==> src/rtl/core_pkg.sv <==
// Shared core definitions: reset vector, bubble instruction, fetch FSM encoding
// and the F/D pipeline register bundle that decode also consumes.
package core_pkg;

    localparam logic [31:0] RESET_PC = 32'h0100_0000;
    localparam logic [31:0] NOP_INSN = 32'h0000_0013;

    typedef enum logic [1:0] {
        ST_WARMUP = 2'd0,
        ST_RUN    = 2'd1,
        ST_HALTED = 2'd2
    } fetch_state_e;

    typedef struct packed {
        logic        valid;
        logic        fault;
        logic [31:0] pc;
        logic [31:0] insn;
    } fd_reg_t;

endpackage

==> src/rtl/fetch_pc_check.sv <==
// Combinational PC legality check: word alignment plus an unsigned window test
// against [BASE, BASE+DEPTH-4]. Shared with the data-memory stage.
module fetch_pc_check #(
    parameter logic [31:0] BASE  = 32'h0100_0000,
    parameter logic [31:0] DEPTH = 32'd1048576
) (
    input  logic [31:0] i_pc,
    output logic        o_fault
);
    localparam logic [31:0] LAST = BASE + DEPTH - 32'd4;

    logic w_misaligned;
    logic w_below;
    logic w_above;

    assign w_misaligned = |i_pc[1:0];
    assign w_below      = (i_pc < BASE);
    assign w_above      = (i_pc > LAST);
    assign o_fault      = w_misaligned | w_below | w_above;

endmodule

==> src/rtl/fetch_stage.sv <==
// IF stage: owns the PC, drives the instruction memory and fills the F/D register.
// Priority in RUN: redirect > halt > stall > fetch; faulting PCs stick until redirected.
module fetch_stage #(
    parameter logic [31:0] RESET_PC  = core_pkg::RESET_PC,
    parameter logic [31:0] MEM_DEPTH = 32'd1048576,
    parameter logic [31:0] NOP_INSN  = core_pkg::NOP_INSN
) (
    input  logic        clock,
    input  logic        reset,
    input  logic        stall,
    input  logic        redirect_valid,
    input  logic [31:0] redirect_pc,
    input  logic        halt_req,
    output logic [31:0] imem_addr,
    output logic        imem_read_write,
    output logic [31:0] imem_data_in,
    input  logic [31:0] imem_data_out,
    output logic        fd_valid,
    output logic [31:0] fd_pc,
    output logic [31:0] fd_insn,
    output logic        fd_fault,
    output logic        halted
);
    import core_pkg::*;

    fetch_state_e r_state;
    fd_reg_t      r_fd;
    logic [31:0]  r_pc;
    logic         r_halted;
    logic         w_fault;

    fetch_pc_check #(
        .BASE  (RESET_PC),
        .DEPTH (MEM_DEPTH)
    ) u_pc_check (
        .i_pc    (r_pc),
        .o_fault (w_fault)
    );

    assign imem_addr       = r_pc;
    assign imem_read_write = 1'b0;
    assign imem_data_in    = 32'd0;

    assign fd_valid = r_fd.valid;
    assign fd_fault = r_fd.fault;
    assign fd_pc    = r_fd.pc;
    assign fd_insn  = r_fd.insn;
    assign halted   = r_halted;

    // Bubbles keep fd_pc unchanged; only valid/fault/insn are forced.
    always_ff @(posedge clock) begin
        if (!reset) begin
            r_pc     <= RESET_PC;
            r_state  <= ST_WARMUP;
            r_fd     <= '{valid: 1'b0, fault: 1'b0, pc: 32'd0, insn: NOP_INSN};
            r_halted <= 1'b0;
        end else begin
            case (r_state)
                ST_WARMUP: begin
                    r_state <= ST_RUN;
                    if (redirect_valid) begin
                        r_pc <= redirect_pc;
                    end
                end
                ST_RUN: begin
                    if (redirect_valid) begin
                        r_pc       <= redirect_pc;
                        r_fd.valid <= 1'b0;
                        r_fd.fault <= 1'b0;
                        r_fd.insn  <= NOP_INSN;
                    end else if (halt_req) begin
                        r_state    <= ST_HALTED;
                        r_halted   <= 1'b1;
                        r_fd.valid <= 1'b0;
                        r_fd.fault <= 1'b0;
                        r_fd.insn  <= NOP_INSN;
                    end else if (!stall) begin
                        // A faulting PC is reported but never advanced, and imem data is dropped.
                        r_fd.valid <= 1'b1;
                        r_fd.pc    <= r_pc;
                        if (w_fault) begin
                            r_fd.fault <= 1'b1;
                            r_fd.insn  <= NOP_INSN;
                        end else begin
                            r_fd.fault <= 1'b0;
                            r_fd.insn  <= imem_data_out;
                            r_pc       <= r_pc + 32'd4;
                        end
                    end
                end
                ST_HALTED: begin
                    r_fd.valid <= 1'b0;
                    r_fd.fault <= 1'b0;
                    r_fd.insn  <= NOP_INSN;
                    if (redirect_valid) begin
                        r_pc     <= redirect_pc;
                        r_state  <= ST_RUN;
                        r_halted <= 1'b0;
                    end
                end
                default: begin
                    r_state <= ST_WARMUP;
                end
            endcase
        end
    end

endmodule

==> config.mk <==
export PLATFORM = sky130hd
export DESIGN_NAME = fetch_stage
export DESIGN_NICKNAME = d
export VERILOG_FILES = /design/src/rtl/core_pkg.sv /design/src/rtl/fetch_pc_check.sv /design/src/rtl/fetch_stage.sv
export SDC_FILE = /design/constraint.sdc
export NUM_CORES = 1
export LEC_CHECK = 0
export BUFFER_PORTS_ARGS = -buffer_cell sky130_fd_sc_hd__buf_2
export CAP_MARGIN = 10
export CORE_MARGIN = 2
export CORE_UTILIZATION = 52
export CTS_CLUSTER_SIZE = 24
export DETAILED_ROUTE_END_ITERATION = 7
export HOLD_SLACK_MARGIN = 0.05
export PLACE_DENSITY = 0.82
export SLEW_MARGIN = 10
export SYNTH_ARGS = -nofsm -noshare
export SYNTH_HDL_FRONTEND = slang
export SYNTH_SLANG_ARGS = --single-unit
==> constraint.sdc <==
create_clock -name clock -period 3.7 [get_ports clock]
set_input_delay 1.11 -clock clock [delete_from_list [all_inputs] [get_ports clock]]
set_output_delay 1.11 -clock clock [all_outputs]
set_load 0.01 [all_outputs]
==> out/results.ini <==
[worst_setup_path]
path_class=primary input to register
required_ns=4.00
reg2reg_depth=5
cp_max_fo=37
cp-end-kind=register
r2r_slack_ns=1.07
crit_arrival_ns=3.01
worst_setup_path_start_kind=primary input

[clock_network]
clkTransAtPathRegs_ns=0.10
insertion_delay_ns=0.37
htree_levels=3
cts_sinks=101
root_buffer=clkbuf_8
cts_buffer_depth=2
cts_made_buffers=9
cts_tree=yes
cts_setup_buffers=0
ctsResizeCount=0
cts_hold_buf=0

[placement]
gp_congestion=0.872
place_hpwl_mm=9.15
postPlaceCellArea_sq_um=5610
portBuffers=167

[pwr]
max-vdd-ir-drop_mv=0.203
comb_power_share=0.208
p_seq_frac=0.487
power.leakage_nw=2.55
switching_share=0.320
switchingPower_w=0.000825
p_clk_frac=0.305
p_per_area_nw_per_um2=441
internal_power_w=0.00175

[timing]
post-route-min-period_ns=2.71
hold_viol=0
whs_ns=0.454
fmax_mhz=369
slew_headroom=0.224
tns_ns=0
setup_viol=0
drv_slew=0
finClkSkew_ns=0.0160
rsz0062_at_grt=no
finalCritPeriodShare=0.732
worstMarginPinSlew_ns=1.16

[final_layout]
layout_common_cells=buf_2 (167), nand2_1 (106), dfxtp_1 (101), a21oi_1 (65), nor2_1 (64)
areaGrowthSynthToFinish_pct=20.6
final_area_sq_um=5840
final_common_cell=buf_2
nets=831
drive_gt1_frac=0.285
final_util=0.638
diodes=0

[floorplanning]
rows=35
initial_utilization=0.529
core_region_area_sq_um=9150
die_area_sq_um=10100
dieHeight_microns=100
fp.dieW_microns=100
io_pins=201

[worst_hold_path]
min_path_cells=2
hp-class=register to register

[synthesis]
syn_inst=611
synth_cell_types=52
avgSynthCellArea_sq_um=7.92
synth_warnings=0
ys_async_sr_fraction=0
synth_edf_count=0
synthFlopType=dfxtp_1
synth_seq_cells=101
ys_seq_area_frac=0.418
syn_area_sq_um=4840

[routing]
drt_wl_total_mm=13.1
dr_wl_met2_mm=6.11
maxUsedRoutingLayer=met4
drt-met1-wl_mm=5.51
route.met3.wl_mm=1.15
drc_errors=0
drt_iter0_markers=275
wl_per_cell_microns=15.0
first_pass_iters=5
viasPerCell=5.62
via_count=4906
ant_nets=0

[global_routing]
grtUsageTotal=0.250
grt_pass1_vias=4322
grt_max_degree=57
antenna_found_initial=0
grt_overflow=0
grt_pass1_wl_mm=20.5

[status]
status=finished, final reports clean

[job]
cap_violations=0

## through the flow
stage / worst slack (ns) / power, W / instances
final: 0.991 / 0.00257 / 873
after detailed placement: 0.642 / 0.00181 / 857
after global routing: 0.774 / 0.00270 / 873
after global placement: 0.702 / 0.00179 / 857
after floorplan: 1.15 / 0.00164 / 643
after CTS: 1.03 / 0.00258 / 873
## registers in the layout (all words and copies together), names as in the netlist
name       cells
fd_insn       32
fd_fault       1
fd_valid       1
imem_addr     32
r_state        2
halted         1
fd_pc         32
## Yosys cell counts, types with 2 or more instances
cell type  number  area (sq um)
nor2b_1         4          25.0
nand2_1       106           398
nand2b_1        5          31.3
a311oi_1        2          17.5
a211oi_1        2          15.0
ha_1            5          62.6
a22oi_1        32           240
nor2_1         64           240
and3_1          5          31.3
nor3_1          7          35.0
o211ai_1        7          52.6
or2_2           2          12.5
o31a_1          2          17.5
clkbuf_1       37           139
o41ai_1         3          26.3
or3_1           5          31.3
buf_2           6          30.0
o21ai_0        17          85.1
inv_1           4          15.0
o32ai_1         2          17.5
nand3_1        19          95.1
a41oi_1         5          43.8
nor4_2          2          25.0
dfxtp_1       101          2020
a21oi_1        65           325
o21ai_1         4          20.0
o21a_1          3          22.5
a31oi_1        10          62.6
a21o_1          2          15.0
o31ai_1         6          45.0
a31o_2          2          17.5
nand3b_1        2          15.0
buf_4          33           248
nor4_1          5          31.3
and4_1          2          17.5
nand4_1         9          56.3
o221a_2         7          78.8
mux2i_1         2          20.0
buf_6           2          22.5
## power by group through the flow
stage | Clock [W] | Sequential [W] | Combinational, W
finish | 0.000785 | 0.00125 | 0.000536
global route | 0.000845 | 0.00127 | 0.000589
CTS | 0.000797 | 0.00125 | 0.000533
detailed placement | 0 | 0.00128 | 0.000532
global placement | 0 | 0.00127 | 0.000517
floorplan | 0 | 0.00128 | 0.000361
## cell type report
type / count / area, sq um
clock inverter: 6 / 95.1
timing repair buffer: 181 / 941
clock buffer: 10 / 128
tap: 111 / 139
multi-input combinational: 459 / 2490
inverter: 5 / 18.8
sequential: 101 / 2020
fill: 816 / 3320
## cells by family after synthesis
family	synth area share
buffers and inverters	0.0946
multiplexers	0.00414
adder cells (fa/ha/maj)	0.0129
other	0.000775
AO/OA/AOI/OAI	0.239
AND/OR/NAND/NOR	0.231
flip-flops	0.418
## final timing paths
kind | to | startpoint
setup / recovery | imem_addr[5] | stall
hold / removal | fd_pc[19] | fd_pc[19]
setup reg to reg | imem_addr[24] | imem_addr[30]
hold reg to reg | fd_pc[19] | fd_pc[19]
## per-layer routing
| metal | track usage | up-vias |
|---|---|---|
| met5 | 0 | - |
| met4 | 0.101 | 0 |
| met3 | 0.0645 | 29 |
| met2 | 0.400 | 215 |
| met1 | 0.322 | 2260 |
| li1 | - | 2402 |
## worst max-delay path, cell delays in order
cell     delay [ns]
buf_2          0.16
o21ai_0        0.12
a21oi_1        0.23
a211o_1        0.91
buf_4          0.27
a21oi_1        0.04
o21ai_0        0.16
No activity file was read; power rests on OpenSTA's default activity.
